`src/rtl/soc_pipe_pkg.sv`:
```
// Shared constants and helpers for the SoC elastic pipeline register.
package soc_pipe_pkg;

  localparam int PIPE_MIN_DEPTH = 1;

  // Occupancy width: covers 0..2*depth, enough for the two-entry stage variant.
  function automatic int pipe_cnt_width(input int depth);
    return $clog2(2 * depth + 1);
  endfunction

endpackage

```
`src/rtl/pipe_stage.sv`:
```
// One handshaked pipeline stage; PIPE_REGISTER_SKID_EN selects the two-entry
// skid variant whose upstream ready is a registered "skid empty" flag.
module pipe_stage
  import soc_pipe_pkg::*;
#(
  parameter int DATA_WIDTH = 8
) (
  input  logic                  clk,
  input  logic                  rstn,
  input  logic                  clrh,
  input  logic                  in_valid,
  output logic                  in_ready,
  input  logic [DATA_WIDTH-1:0] in_data,
  output logic                  out_valid,
  input  logic                  out_ready,
  output logic [DATA_WIDTH-1:0] out_data
);

  typedef logic [DATA_WIDTH-1:0] pipe_data_t;

`ifdef PIPE_REGISTER_SKID_EN
  pipe_data_t main_data, skid_data;
  logic       main_vld, skid_vld;
  logic       in_fire, main_free;

  assign in_fire   = in_valid & ~skid_vld;
  assign main_free = ~main_vld | out_ready;

  // Main entry always leaves first; the skid entry refills main before new input.
  always_ff @(posedge clk or negedge rstn) begin
    if (!rstn) begin
      main_vld  <= 1'b0;
      skid_vld  <= 1'b0;
      main_data <= '0;
      skid_data <= '0;
    end else if (clrh) begin
      main_vld  <= 1'b0;
      skid_vld  <= 1'b0;
      main_data <= '0;
      skid_data <= '0;
    end else if (main_free) begin
      if (skid_vld) begin
        main_data <= skid_data;
        main_vld  <= 1'b1;
        skid_vld  <= 1'b0;
      end else if (in_fire) begin
        main_data <= in_data;
        main_vld  <= 1'b1;
      end else begin
        main_vld  <= 1'b0;
      end
    end else if (in_fire) begin
      skid_data <= in_data;
      skid_vld  <= 1'b1;
    end
  end

  assign in_ready  = ~skid_vld;
  assign out_valid = main_vld;
  assign out_data  = main_data;
`else
  pipe_data_t data_q;
  logic       vld_q;

  assign in_ready = ~vld_q | out_ready;

  always_ff @(posedge clk or negedge rstn) begin
    if (!rstn) begin
      vld_q  <= 1'b0;
      data_q <= '0;
    end else if (clrh) begin
      vld_q  <= 1'b0;
      data_q <= '0;
    end else if (in_ready) begin
      vld_q <= in_valid;
      if (in_valid) data_q <= in_data;
    end
  end

  assign out_valid = vld_q;
  assign out_data  = data_q;
`endif

endmodule

```
`src/rtl/pipe_register.sv`:
```
// Elastic pipeline register: DEPTH chained pipe_stage instances plus occupancy
// count. Define PIPE_REGISTER_SKID_EN for registered-ready two-entry stages.
module pipe_register
  import soc_pipe_pkg::*;
#(
  parameter  int DATA_WIDTH = 8,
  parameter  int DEPTH      = 2,
  localparam int CW         = pipe_cnt_width(DEPTH)
) (
  input  logic                  clk,
  input  logic                  rstn,
  input  logic                  clrh,
  input  logic                  in_valid,
  output logic                  in_ready,
  input  logic [DATA_WIDTH-1:0] in_data,
  output logic                  out_valid,
  input  logic                  out_ready,
  output logic [DATA_WIDTH-1:0] out_data,
  output logic [CW-1:0]         count
);

  typedef logic [DATA_WIDTH-1:0] pipe_data_t;

  if (DEPTH < PIPE_MIN_DEPTH || DATA_WIDTH < 1) begin : g_bad_params
    $error("pipe_register: DEPTH and DATA_WIDTH must both be at least 1");
  end

  logic [DEPTH:0] vld;
  logic [DEPTH:0] rdy;
  pipe_data_t     dat [DEPTH+1];
  logic           in_fire, out_fire;

  // Flush masks both handshake ends so no transfer can coincide with it.
  assign vld[0]     = in_valid & ~clrh;
  assign dat[0]     = in_data;
  assign rdy[DEPTH] = out_ready & ~clrh;

  for (genvar i = 0; i < DEPTH; i++) begin : g_stage
    pipe_stage #(
      .DATA_WIDTH(DATA_WIDTH)
    ) u_stage (
      .clk      (clk),
      .rstn     (rstn),
      .clrh     (clrh),
      .in_valid (vld[i]),
      .in_ready (rdy[i]),
      .in_data  (dat[i]),
      .out_valid(vld[i+1]),
      .out_ready(rdy[i+1]),
      .out_data (dat[i+1])
    );
  end

  assign in_ready  = rdy[0] & ~clrh;
  assign out_valid = vld[DEPTH] & ~clrh;
  assign out_data  = dat[DEPTH];

  assign in_fire  = in_valid & in_ready;
  assign out_fire = out_valid & out_ready;

  always_ff @(posedge clk or negedge rstn) begin
    if (!rstn) begin
      count <= '0;
    end else if (clrh) begin
      count <= '0;
    end else begin
      case ({in_fire, out_fire})
        2'b10:   count <= count + CW'(1);
        2'b01:   count <= count - CW'(1);
        default: count <= count;
      endcase
    end
  end

endmodule

```
`config.mk`:
```
export PLATFORM = sky130hd
export DESIGN_NAME = pipe_register
export DESIGN_NICKNAME = d
export VERILOG_FILES = /design/src/rtl/soc_pipe_pkg.sv /design/src/rtl/pipe_stage.sv /design/src/rtl/pipe_register.sv
export SDC_FILE = /design/constraint.sdc
export NUM_CORES = 1
export LEC_CHECK = 0
export BUFFER_PORTS_ARGS = -buffer_cell sky130_fd_sc_hd__clkbuf_2
export CAP_MARGIN = 30
export CORE_UTILIZATION = 35
export CTS_BUF_LIST = sky130_fd_sc_hd__clkbuf_8 sky130_fd_sc_hd__clkbuf_16
export CTS_CLUSTER_DIAMETER = 30
export DETAILED_ROUTE_END_ITERATION = 12
export SYNTH_ARGS = -nofsm -noshare
export SYNTH_HDL_FRONTEND = slang
export SYNTH_SLANG_ARGS = --single-unit
```
`constraint.sdc`:
```
create_clock -name clk -period 2.1 [get_ports clk]
set_input_delay 0.105 -clock clk [delete_from_list [all_inputs] [get_ports clk]]
set_output_delay 0.105 -clock clk [all_outputs]
set_load 0.02 [all_outputs]
```
After elaboration in Yosys (flattened, before gate mapping)
Cells that the tools add are included.
Word-level totals
  bits in registers: 21
  input bits: 13
  output and inout port bits: 13
Operators by class
  add/subtract/negate cells: 2
  equal/unequal tests: 2
  muxes and demuxes: 12
  bitwise operators: 11
  reductions and logical operators: 7
Operators with widths (number)
  two-way mux 8 bit: 6
  nonzero test 2 bit: 4
  bitwise AND 1 bit: 6
  one-hot mux 3 bit (2 select lines): 1
  two-way mux 1 bit: 4
  AND reduction 2 bit: 2
  adder 3 x 1 -> 3 bit, second input constant: 1
  two-way mux 3 bit: 1
  NOT 1 bit: 3
  nonzero test 3 bit: 1
  subtractor 3 x 1 -> 3 bit, second input constant: 1
  equality test 2 x 1 -> 1 bit, second input constant: 1
  equality test 2 bit, second input constant: 1
  bitwise OR 1 bit: 2

Depth between registers and ports, before layout
  depth after elaboration: 9
  depth in mapped cells: 6

By module
A second synthesis with hierarchy kept.
Second synthesis, totals
  cell total of the unflattened synthesis: 110
  area total of the unflattened synthesis: 1256.2 um^2
Modules (own cells, without submodules)
  pipe_stage: times used 2, cells each 41, area an instance 486.7 um^2, seq. area each 225.2 um^2
  pipe_register: times used 1, cells each 28, area an instance 282.8 um^2, seq. area each 75.1 um^2

Least setup slack after synthesis
No wires, ideal clock.
  path kind: flip-flop to flip-flop
  from: reg g_stage[1].u_stage.vld_q
  to: reg count[2]
  library setup time: 128 ps
  data arrival time: 1715 ps
  path slack: 258 ps
  cell stages (with the launch flop): 7
  cell sequence: dfrtp_1 -> and3b_1 -> nor2b_1 -> fa_1 -> and4bb_1 -> a31oi_1 -> mux2_1
On the way
  word-level cells in the longest chain between the ends: 8
RTL lines
  from (decl): line pipe_stage.sv:63  | logic vld_q;
  from (signal assigned): line pipe_stage.sv:75  | vld_q <= in_valid;
  NOT 1 bit: line pipe_stage.sv:65  | assign in_ready = ~vld_q | out_ready;
  bitwise OR 1 bit (2 in series): line pipe_stage.sv:65
  bitwise AND 1 bit: line pipe_register.sv:54  | assign in_ready = rdy[0] & ~clrh;
  bitwise AND 1 bit: line pipe_register.sv:58  | assign in_fire = in_valid & in_ready;
  equality test 2 x 1 -> 1 bit / equality test 2 bit (equally long branches): line pipe_register.sv:67  | case ({in_fire, out_fire})
  one-hot mux 3 bit (2 select lines): line pipe_register.sv:67
  two-way mux 3 bit: line pipe_register.sv:64  | end else if (clrh) begin
  to (signal assigned): line pipe_register.sv:68  | 2'b10: count <= count + CW'(1);
  to (signal assigned): line pipe_register.sv:69  | 2'b01: count <= count - CW'(1);
  to (signal assigned): line pipe_register.sv:70  | default: count <= count;
  to (decl): line pipe_register.sv:19  | output logic [CW-1:0] count
Parallel ways exist; a longest one is shown, timed or not.
A chain may end at the register's enable or synchronous reset.

Worst setup path in the final report
Ends and elaborated chain as after synthesis.

==> key figures <==
Critical path
  – Cell family with most CP delay: simple AND/OR/NAND/NOR gates
  – CP max stage cell: dfrtp_1
  – FF-to-FF End: count[2]$_DFFE_PN0P_
  – CP required: 2.24 ns
  – Cells along the critical path: and3b_1, nor2b_1, fa_1, and4bb_1, a31oi_1, mux2_1
  – Crit path max fanout: 7
  – R2r setup slk: 0.16 ns
  – Reg2Reg Depth: 6
  – Count of buffer and inverter cells on the critical path: 0
  – Nature of the critical path endpoint: register
  – Critical path type: reg2reg
  – CP peak stage delay: 0.44 ns
  – CP arrival: 2.08 ns
  – Reg2reg start: g_stage[1].u_stage.out_valid$_DFFE_PN0P_
  – Setup crit start kind: register

Global routing
  – Largest net degree at the start of global routing: 22
  – Total GRT Usage: 0.133
  – First-pass GRT wire length: 3270 um
  – Number of global-route vias before repair: 712
  – Grt ovf: 0
  – Initial antenna violation count: 0

STA
  – Slew @ Worst Pin: 0.521 ns
  – Worst Skew: 0.00237 ns
  – Hold Vio Cnt, Final: 0
  – Worst hold margin: 0.0578 ns
  – Setup TNS: 0 ns
  – Tmin final: 1.94 ns
  – Final period util: 0.923
  – Peak Freq: 516 MHz
  – Final setup fails: 0
  – Pins Over Slew Limit: 0
  – Worst slew margin: 0.652
  – RSZ-0062 raised after global routing: false
  – Setup slack after layout: 0.162 ns

Logic synthesis
  – Post-synth top area share: 0.519
  – Yosys top cell by area: dfrtp_1
  – Count of cell types in the netlist: 23
  – Syn nets: 106
  – Post-synthesis sequential area ratio: 0.519
  – Yosys Warn Count: 0
  – Synthesized area per cell: 11.0 um2
  – Yosys reg bits: 21
  – Main area contributors after synthesis: dfrtp_1, a22o_1, buf_4
  – Synth Instances: 92
  – Mapped Area: 1010 um2

CTS
  – Clk root buf: clkbuf_8
  – Clock transition at path regs: 0.07 ns
  – Clock sink count: 21
  – H-tree depth: 1
  – Post-CTS Setup Bufs: 0
  – Max Root-Sink Buffers: 2
  – Total CTS buffers: 3
  – Worst skew pair latency: 0.26 ns
  – TritonCTS clock tree: yes

Min path
  – Worst hold endpoint: g_stage[0].u_stage.out_data[4]$_DFFE_PN0P_
  – Hold Crit Depth: 2
  – Hold Crit Class: in2reg
  – Hold path start: in_data[4]

Pwr
  – Power share of the combinational group: 0.128
  – Sequential Power Share: 0.551
  – PD cells: 692 nW/um2
  – Switching power: 0.204 mW
  – Power, Total: 0.803 mW
  – Clock power frac: 0.321
  – Peak VDD IR: 399 uV
  – Switching share of power: 0.254
  – P_leak: 0.569 nW
  – Pint: 0.599 mW

Cells and area
  – Nets: 126
  – Final Util: 0.421
  – Fill cell total of the finished layout: 263
  – Commonest non-fill, non-tap cell in the layout: clkbuf_2
  – Sequential cell area: 526 um2
  – Commonest cells after routing, fill and taps aside: clkbuf_2, dfrtp_1, a21oi_1
  – ANT cells: 0
  – Layout cells sized above 1: 0.324
  – Area of the multi-input gates: 399 um2
  – Area growth syn-to-layout: 14.6%

Floorplan
  – DIE HEIGHT: 55.8 um
  – Die area: 3110 um2
  – Row count: 19
  – Die W: 55.8 um
  – Initial Util: 0.367
  – Core ar.: 2760 um2
  – Boundary Pins: 26

Routing
  – Routed wire length: 1820 um
  – DRC violations left: 0
  – Drt via density: 5.11
  – TritonRoute pass-1 iters: 5
  – Initial DRC count: 14
  – Drt wl/cell: 12.8 um
  – Via count: 725
  – Antenna-violating nets left: 0

Run
  – Max Cap Violations: 0

Placed design
  – Hpwl dp: 1370 um
  – Number of port buffers: 25
  – Worst slack at placement: 0.156 ns
  – GPL Wtd Cong: 0.709

Status
  – Status: finished, final reports clean
metal layers:
| layer | track usage | share of wire |
|---|---|---|
| met5 | 0 | 0 |
| met4 | 0.0643 | 0.018 |
| met3 | 0.0279 | 0.043 |
| met2 | 0.210 | 0.47 |
| met1 | 0.175 | 0.47 |
sequential cells by signal, indices dropped and copies added (netlist names):
name	count
count	3
g_stage.u_stage.out_valid	2
g_stage.u_stage.out_data	16
stage by stage:
stage / instance area, um2 / cells
final: 1160 / 142
after global placement: 1100 / 137
after detailed placement: 1100 / 137
after CTS: 1160 / 142
after floorplan: 1010 / 92
after global routing: 1160 / 142
area by class of cell:
cell class	instances	area share
flip-flops and latches	21	0.453
multi-input cells	57	0.344
repair buffers	27	0.123
clock buffers	3	0.0356
well taps	31	0.0334
inverters	2	0.00647
clock inverters	1	0.00432
cells by family (layout without fill, tap and decap cells):
kind of cell,count (synthesis),in the layout,share of synthesized area
flip-flops,21,21,0.519
multiplexers,3,3,0.0321
adder cells (fa/ha/maj),1,1,0.0198
AO/OA/AOI/OAI,31,31,0.192
buffers and inverters,14,33,0.0865
AND/OR/NAND/NOR,22,22,0.151
worst max path at each step:
stage	startpoint	endpoint	cells past startpoint	slack [ns]
4_1_cts	g_stage[1].u_stage.out_valid$_DFFE_PN0P_	count[2]$_DFFE_PN0P_	6	0.15
3_5_place_dp	g_stage[1].u_stage.out_valid$_DFFE_PN0P_	count[2]$_DFFE_PN0P_	6	0.16
2_1_floorplan	g_stage[1].u_stage.out_valid$_DFFE_PN0P_	count[2]$_DFFE_PN0P_	6	0.26
5_1_grt	g_stage[1].u_stage.out_valid$_DFFE_PN0P_	count[2]$_DFFE_PN0P_	6	0.07
6_report	g_stage[1].u_stage.out_valid$_DFFE_PN0P_	count[2]$_DFFE_PN0P_	6	0.16
3_3_place_gp	g_stage[1].u_stage.out_valid$_DFFE_PN0P_	count[2]$_DFFE_PN0P_	6	0.22
power groups by stage:
stage / Sequential, mW / Combinational, mW / Clock [mW]
after global placement: 0.450 / 0.0999 / 0
after floorplan: 0.450 / 0.0645 / 0
after CTS: 0.443 / 0.105 / 0.268
final: 0.443 / 0.103 / 0.257
after detailed placement: 0.451 / 0.103 / 0
after global routing: 0.446 / 0.115 / 0.287
repair_timing:
item / CTS / global route
resized for setup: 0 / 0
endpoints found under the hold margin: 21 / 0
hold buffers: 1 / 0
Yosys cell counts (all sizes together):
cell     n
o21ai    9
nor2     2
and2b    1
mux2i    1
buf     12
nor3b    1
a21oi   13
and3b    1
and4bb   1
dfrtp   21
nor2b    4
mux2     2
nand3    8
nand3b   1
fa       1
a31oi    1
a22o     8
nand2b   3
inv      2
No activity file was read; power rests on OpenSTA's default activity.
